<file path="src/rtl/alu_seq_pkg.sv">
// Shared definitions for the sequential ALU: opcodes, multiplier FSM states
// and bit positions of the registered flag vector.
package alu_seq_pkg;

  localparam logic [3:0] ALU_AND  = 4'b0000;
  localparam logic [3:0] ALU_OR   = 4'b0001;
  localparam logic [3:0] ALU_ADD  = 4'b0010;
  localparam logic [3:0] ALU_XOR  = 4'b0011;
  localparam logic [3:0] ALU_NOR  = 4'b0100;
  localparam logic [3:0] ALU_SUB  = 4'b0110;
  localparam logic [3:0] ALU_SLT  = 4'b0111;
  localparam logic [3:0] ALU_SLL  = 4'b1000;
  localparam logic [3:0] ALU_SRL  = 4'b1001;
  localparam logic [3:0] ALU_SRA  = 4'b1010;
  localparam logic [3:0] ALU_SLTU = 4'b1011;
  localparam logic [3:0] ALU_MUL  = 4'b1100;

  typedef enum logic {
    S_IDLE = 1'b0,
    S_MUL  = 1'b1
  } mul_state_t;

  // zero is not stored; it is decoded from the registered result
  localparam int FLAG_CARRY = 0;
  localparam int FLAG_OVF   = 1;
  localparam int FLAG_ILL   = 2;
  typedef logic [2:0] flags_t;

endpackage

</file>
<file path="src/rtl/alu_seq_mul.sv">
// Iterative shift-add multiplier: one bit of b per cycle, WIDTH iterations,
// holds its final product with done=1 until the owner acknowledges it.
module alu_seq_mul
  import alu_seq_pkg::*;
#(
  parameter int WIDTH = 32
) (
  input  logic             clk,
  input  logic             reset,
  input  logic             start,
  input  logic             ack,
  input  logic [WIDTH-1:0] a,
  input  logic [WIDTH-1:0] b,
  output logic             done,
  output logic [WIDTH-1:0] product,
  output mul_state_t       state
);

  localparam int CW = $clog2(WIDTH);

  mul_state_t       state_q, state_d;
  logic [CW-1:0]    cnt_q;
  logic [WIDTH-1:0] acc_q, mcand_q, mplier_q, step;

  // The last iteration is folded into the combinational product, so with
  // the counter at zero the registers freeze and the product stays valid.
  assign step    = acc_q + (mplier_q[0] ? mcand_q : '0);
  assign done    = (state_q == S_MUL) && (cnt_q == '0);
  assign product = step;
  assign state   = state_q;

  always_comb begin
    state_d = state_q;
    case (state_q)
      S_IDLE:  if (start) state_d = S_MUL;
      S_MUL:   if (done && ack) state_d = S_IDLE;
      default: state_d = S_IDLE;
    endcase
  end

  always_ff @(posedge clk) begin
    if (reset) begin
      state_q  <= S_IDLE;
      cnt_q    <= '0;
      acc_q    <= '0;
      mcand_q  <= '0;
      mplier_q <= '0;
    end else begin
      state_q <= state_d;
      if (state_q == S_IDLE && start) begin
        cnt_q    <= CW'(WIDTH - 1);
        acc_q    <= '0;
        mcand_q  <= a;
        mplier_q <= b;
      end else if (state_q == S_MUL && cnt_q != '0) begin
        cnt_q    <= cnt_q - CW'(1);
        acc_q    <= step;
        mcand_q  <= mcand_q << 1;
        mplier_q <= mplier_q >> 1;
      end
    end
  end

endmodule

</file>
<file path="src/rtl/alu_seq.sv">
// Registered ALU with valid/ready on both sides; single-cycle ops load the
// output register directly, MUL goes through the iterative multiplier.
module alu_seq
  import alu_seq_pkg::*;
#(
  parameter int WIDTH = 32,
  parameter int SHW   = 5
) (
  input  logic             clk,
  input  logic             reset,
  input  logic             in_valid,
  output logic             in_ready,
  input  logic [3:0]       aluop,
  input  logic [WIDTH-1:0] a,
  input  logic [WIDTH-1:0] b,
  output logic             out_valid,
  input  logic             out_ready,
  output logic [WIDTH-1:0] result,
  output logic             zero,
  output logic             carry,
  output logic             overflow,
  output logic             illegal,
  output logic             busy
);

  mul_state_t       mul_state;
  logic             mul_done, mul_ack, start_mul, accept, load_alu, load_mul;
  logic [WIDTH-1:0] mul_product;
  flags_t           flags_q;

  logic             is_sub;
  logic [WIDTH-1:0] b_eff;
  logic [WIDTH:0]   sum;
  logic [SHW-1:0]   shamt;
  logic [WIDTH-1:0] alu_res;
  flags_t           alu_flags;

  // Handshake: a transfer happens on an edge where valid & ready are both 1.
  // in_ready never depends on in_valid; out_valid/result/flags stay frozen
  // while out_valid & !out_ready, and a drain may coincide with a new load.
  assign busy      = (mul_state == S_MUL);
  assign in_ready  = !busy && (!out_valid || out_ready);
  assign accept    = in_valid && in_ready;
  assign start_mul = accept && (aluop == ALU_MUL);
  assign load_alu  = accept && (aluop != ALU_MUL);
  assign mul_ack   = !out_valid || out_ready;
  assign load_mul  = mul_done && mul_ack;

  alu_seq_mul #(.WIDTH(WIDTH)) u_mul (
    .clk     (clk),
    .reset   (reset),
    .start   (start_mul),
    .ack     (mul_ack),
    .a       (a),
    .b       (b),
    .done    (mul_done),
    .product (mul_product),
    .state   (mul_state)
  );

  // SUB is a + ~b + 1, so bit WIDTH is carry for ADD and not-borrow for SUB
  assign is_sub = (aluop == ALU_SUB);
  assign b_eff  = is_sub ? ~b : b;
  assign sum    = {1'b0, a} + {1'b0, b_eff} + {{WIDTH{1'b0}}, is_sub};
  assign shamt  = b[SHW-1:0];

  always_comb begin
    alu_res   = '0;
    alu_flags = '0;
    case (aluop)
      ALU_AND:  alu_res = a & b;
      ALU_OR:   alu_res = a | b;
      ALU_XOR:  alu_res = a ^ b;
      ALU_NOR:  alu_res = ~(a | b);
      ALU_ADD, ALU_SUB: begin
        alu_res               = sum[WIDTH-1:0];
        alu_flags[FLAG_CARRY] = sum[WIDTH];
        alu_flags[FLAG_OVF]   = (a[WIDTH-1] == b_eff[WIDTH-1]) &&
                                (sum[WIDTH-1] != a[WIDTH-1]);
      end
      ALU_SLT:  alu_res = {{(WIDTH-1){1'b0}}, ($signed(a) < $signed(b))};
      ALU_SLTU: alu_res = {{(WIDTH-1){1'b0}}, (a < b)};
      ALU_SLL:  alu_res = a << shamt;
      ALU_SRL:  alu_res = a >> shamt;
      ALU_SRA:  alu_res = $signed(a) >>> shamt;
      ALU_MUL:  alu_res = '0;
      default:  alu_flags[FLAG_ILL] = 1'b1;
    endcase
  end

  always_ff @(posedge clk) begin
    if (reset) begin
      out_valid <= 1'b0;
      result    <= '0;
      flags_q   <= '0;
    end else if (load_alu) begin
      out_valid <= 1'b1;
      result    <= alu_res;
      flags_q   <= alu_flags;
    end else if (load_mul) begin
      out_valid <= 1'b1;
      result    <= mul_product;
      flags_q   <= '0;
    end else if (out_ready) begin
      out_valid <= 1'b0;
    end
  end

  assign zero     = (result == '0);
  assign carry    = flags_q[FLAG_CARRY];
  assign overflow = flags_q[FLAG_OVF];
  assign illegal  = flags_q[FLAG_ILL];

endmodule

</file>
<file path="config.mk">
export PLATFORM = sky130hd
export DESIGN_NAME = alu_seq
export DESIGN_NICKNAME = d
export VERILOG_FILES = /design/src/rtl/alu_seq_pkg.sv /design/src/rtl/alu_seq_mul.sv /design/src/rtl/alu_seq.sv
export SDC_FILE = /design/constraint.sdc
export NUM_CORES = 1
export LEC_CHECK = 0
export ABC_AREA = 1
export CAP_MARGIN = 20
export CORE_MARGIN = 2
export CORE_UTILIZATION = 40
export CTS_CLUSTER_DIAMETER = 200
export DETAILED_ROUTE_END_ITERATION = 12
export PLACE_DENSITY = 0.58
export SLEW_MARGIN = 15
export SYNTH_ARGS = -nofsm -noshare
export SYNTH_HDL_FRONTEND = slang
export SYNTH_SLANG_ARGS = --single-unit
</file>
<file path="constraint.sdc">
create_clock -name clk -period 6.1 [get_ports clk]
set_input_delay 1.83 -clock clk [delete_from_list [all_inputs] [get_ports clk]]
set_output_delay 1.83 -clock clk [all_outputs]
set_load 0.01 [all_outputs]
</file>
==> After elaboration in Yosys (flattened, before gate mapping) <==
Cells that the tools add are included.
{ "word_totals": {"regBits": 138, "in_bits": 72, "output_inout_bits": 39} }
{ "classes": {"n_addsub": 4, "mux": 21, "n_eq_ne": 14, "order_cmp": 2, "reduce_logical": 22, "n_shift": 3, "n_bitwise": 6} }
{ "op_table": {"columns": ["op", "n"], "rows": [
  ["$pmux 32 s10", 1],
  ["$mux 32", 8],
  ["$lt 32x32->1", 2],
  ["$not 32->32", 2],
  ["$add 32x32->33", 1],
  ["$add 33x1->33", 1],
  ["$add 32x32->32", 1],
  ["$and 32x32->32", 1],
  ["$logic_not 32->1", 1],
  ["$or 32x32->32", 1],
  ["$shl 32x5->32", 1],
  ["$shr 32x5->32", 1],
  ["$sshr 32x5->32", 1],
  ["$xor 32x32->32", 1],
  ["$eq 4x4->1 const B", 5],
  ["$eq 4x3->1 const B", 3],
  ["$reduce_or 12->1", 1],
  ["$mux 5", 2],
  ["$logic_and 1x1->1", 9],
  ["$eq 4x2->1 const B", 2],
  ["$mux 1", 6],
  ["$mux 3", 2],
  ["$logic_not 5->1", 1],
  ["$reduce_bool 5->1", 1],
  ["other kinds (14)", 17]
]} }

==> Longest topological paths before layout <==
{ "depth": {"depth_word": 8, "depth_mapped": 23, "ltp_nobuf": 22} }

==> By module <==
Synthesis repeated with hierarchy kept, for this count alone.
{ "unflattened": {"cells_unflattened": 2977, "area_unflattened_um2": 17406.7} }
{ "modules_own_cells": {"columns": ["module", "seq_area_each_um2", "instances", "cells_per_inst", "area_per_inst_um2"], "rows": [
  ["alu_seq", 720.7, 1, 1880, 10621.4],
  ["alu_seq_mul", 2042.0, 1, 1097, 6785.3]
]} }

==> Worst setup path before layout <==
No wires, ideal clock.
{ "synth_path": {"path_type": "input port to flip-flop", "start": "input aluop[0]", "end": "register result[8]", "setup_ps": 119, "path_stages": 21, "t_required_ps": 5981, "t_arrival_ps": 4143, "path_slack_ps": 1838, "path_cell_list": "buf_4 -> nor2_4 -> nand2_4 -> clkbuf_1 -> xor2_1 -> ha_1 -> inv_1 -> nor2_1 -> nand2_1 -> nand2_1 -> nand2_1 -> nand2_1 -> inv_1 -> o21ai_0 -> a21oi_1 -> o21ai_0 -> nand2_1 -> nor2_1 -> nand2_1 -> nand2_1 -> a21oi_1"} }
{ "synth_between": {"elab_chain_len": 6, "word_cells_on_any_way": 20} }
{ "synth_lines": {"columns": ["item", "line_no", "source"], "rows": [
  ["from (decl)", "alu_seq.sv:13", "input logic [3:0] aluop,"],
  ["$eq 4x3->1", "alu_seq.sv:62, alu_seq.sv:70", null],
  ["$mux 32", "alu_seq.sv:63", "assign b_eff = is_sub ? ~b : b;"],
  ["$add 32x32->33", "alu_seq.sv:64", "assign sum = {1'b0, a} + {1'b0, b_eff} + {{WIDTH{1'b0}}, is_sub};"],
  ["$add 33x1->33", "alu_seq.sv:64", null],
  ["$pmux 32 s10", "alu_seq.sv:70", "case (aluop)"],
  ["$mux 32", "alu_seq.sv:96", "end else if (load_alu) begin"],
  ["to (signal assigned)", "alu_seq.sv:98", "result <= alu_res;"],
  ["to (signal assigned)", "alu_seq.sv:102", "result <= mul_product;"],
  ["to (decl)", "alu_seq.sv:18", "output logic [WIDTH-1:0] result,"]
]} }
Several ways; a longest one is shown, not always the timed one.
A chain may end at the register's enable or synchronous reset.

==> Final worst setup path <==
{ "layout_path": {"start": "input aluop[1]", "end": "register result[14]"} }
Same word-level chain as after synthesis.

==> results_dict.tcl <==
set metrics [dict create \
    htreeDepth 4 \
    tightest_slew_ps 952 \
    die_height_um 211 \
    crit_fanout 22 \
    ir_worst_vdd_mv 0.166 \
    row_count 75 \
    syn_area_sq_um 17200 \
    cts_tree "built" \
    wire_per_inst_um 25.2 \
    area_growth_pct 12.2 \
    min_to "flags_q[0]" \
    drive_above_1_share_pct 6.33 \
    grt-ovfl-total 0 \
    core_sq_um 42100 \
    cpMostUsedCell "a21oi_1" \
    dr.first_iter.drc_count 2661 \
    crit_path_end_kind "flop" \
    path_clk_slew_ps 70 \
    finalNetCount 3135 \
    synth.largest_area_cell "nand2_1" \
    synth-main-ff-cell "dfxtp_1" \
    grt_max_degree 73 \
    postRouteAntennaNets 0 \
    crit_required_ps 6450 \
    yosysUniqueCellTypes 53 \
    drt_pass1_iterations 6 \
    cts-buffers-inserted 17 \
    period_minus_slack_ps 5440 \
    dr_total_vias 20700 \
    critPathLaunchType "primary input" \
    syn-num-nets 3100 \
    dp_hpwl_um 68900 \
    finalCritPeriodShare_pct 89.1 \
    grt_pass1_vias 19300 \
    synth_top_area_share_pct 17.6 \
    yosysWarnings 0 \
    setup_tns_ps 0 \
    clock_skew_ps 13.6 \
    hold_buffers 0 \
    grt_first_pass_wirelength_um 126000 \
    r2r_cells 14 \
    cts_setup_buffers 0 \
    r2r_end "result[24]" \
    synthTopCellsByArea "nand2_1 (18%), dfxtp_1 (16%), ha_1 (12%)" \
    dp.cells 3411 \
    cp.arrival_ps 5780 \
    slew-limit-headroom_pct 36.3 \
    portBuffers 110 \
    antenna_found_initial 3 \
    r2r_start "u_mul.mplier_q[0]" \
    clock-root-buffer "clkbuf_16" \
    syn_inst 2857 \
    final_hold_viol_count 0 \
    synth_seq_cells 138 \
    r2r_slack_ps 2090 \
    instances_no_fill 3445 \
    critPathKind "in -> reg" \
    slew_viol_final 0 \
    cp_slowest_cell "clkdlybuf4s50_1" \
    path_cells "clkdlybuf4s50_1, inv_2, nor2_4, nand2_4, xor2_1, ha_1, a21oi_1, o21ai_0, a21oi_1, nand2_1, xnor2_1, nor2_1, o21ai_0, a21oi_1" \
    routed_wl_um 86800 \
    ys_seq_area_share_pct 16.1 \
    holdCritStartpoint "flags_q[0]" \
    startpoint "aluop[1]" \
    die-area_sq_um 44600 \
    drcViolationCount 0 \
    setup_viol 0 \
    via_per_inst 6.00 \
    pwr_density_cell_nw_per_um2 169 \
    total_leakage_power_uw 0.00914 \
    cts_sinks 138 \
    start_util_pct 40.8 \
    grt_usage_pct 39.0 \
    max_clock_freq_ghz 0.184 \
    synth_edf_count 0 \
    hold_class "reg -> reg" \
    io_pins 111 \
    critPathMaxStageDelay_ps 680 \
    final_common_cell "nand2_1" \
    maxCapViolCount 0 \
    total_power_uw 3260 \
    avgSynthCellArea_sq_um 6.01 \
    place.gp.congestion 1.06 \
    async_reset_ff_share_pct 0 \
    cts_resized 0 \
    hold_depth 2 \
    clock_latency_ps 500 \
    rsz0062_at_grt "false" \
    status "finished clean" \
    clk_path_buf_depth 2 \
    layout_common_cells "nand2_1 (802), inv_1 (303), o21ai_0 (264)" \
    die_w_um 211 \
]
[per-layer routing]
layer / vias up / track usage [%] / part of all wire [%]
li1: 9609 / - / -
met1: 9821 / 52.1 / 43
met2: 1067 / 60.6 / 43
met3: 185 / 7.92 / 9.5
met4: 0 / 17.1 / 4.6
met5: - / 0 / 0
[worst max-delay path, delay by kind of cell]
family | cells | cell delay (ps)
xor+xnor | 2 | 540
simple gates | 4 | 660
fa+ha+maj | 1 | 410
buf+inv | 2 | 840
compound gates | 5 | 1480
[registers in the layout, summed over array words and instances, names as in the netlist]
register and flops:
flags_q 3, u_mul.state 1, u_mul.acc_q 32, result 32
u_mul.cnt_q 5, out_valid 1, u_mul.mplier_q 32, u_mul.mcand_q 32
[worst max path at each step]
stage	to	slack, ps	cells past startpoint
finish	result[14]	660	14
floorplan	result[8]	1840	21
detailed placement	result[14]	390	14
global route	result[20]	640	17
global placement	result[14]	430	14
CTS	result[14]	900	14
[power breakdown]
group	internal [uW]	leakage, uW	total (uW)	switching [uW]
registers	932	0.00112	972	39.8
clock network	651	0.000299	1170	519
logic	346	0.00772	1110	768
[synth_stat cells, types with 12 or more instances]
master	count
nand2_1	803
nor3_1	22
nor2_1	231
inv_1	304
a221oi_1	29
ha_1	169
a21oi_1	235
dfxtp_1	138
clkbuf_1	70
nor4_1	16
o211ai_1	53
or2_2	15
o21ai_1	22
buf_2	52
a221oi_2	44
o21a_1	14
o21ai_0	264
nand3b_1	12
xor2_1	48
inv_2	12
nand4_1	22
nand3_1	180
[cell families after synthesis]
kind of cell	share of synthesized area, %
and+or+nand+nor	32.3
AOI/OAI and AO/OA	25.4
buffers and inverters	10.9
adders and majority gates	12.5
DFF	16.1
xor gates and xnor gates	2.75
muxes	0.0583
[final cells by class]
cell class                 count  area, sq um
multi-input combinational   2257        12600
antenna                        1         2.50
tap                          539          674
sequential                   138         2760
timing repair buffer         159         1460
fill                        4639        22900
inverter                     319         1200
clock buffer                  17          425
clock inverter                15          186
[metrics by stage]
step	util [%]	hold slack, ps	worst slack (ps)	instance area [sq um]
floorplan	-	437	1840	17200
global placement	44.2	448	429	18600
detailed placement	44.2	459	390	18600
CTS	45.7	470	904	19300
global route	45.7	481	645	19300
finish	45.7	468	663	19300
No activity file was read; power rests on OpenSTA's default activity.
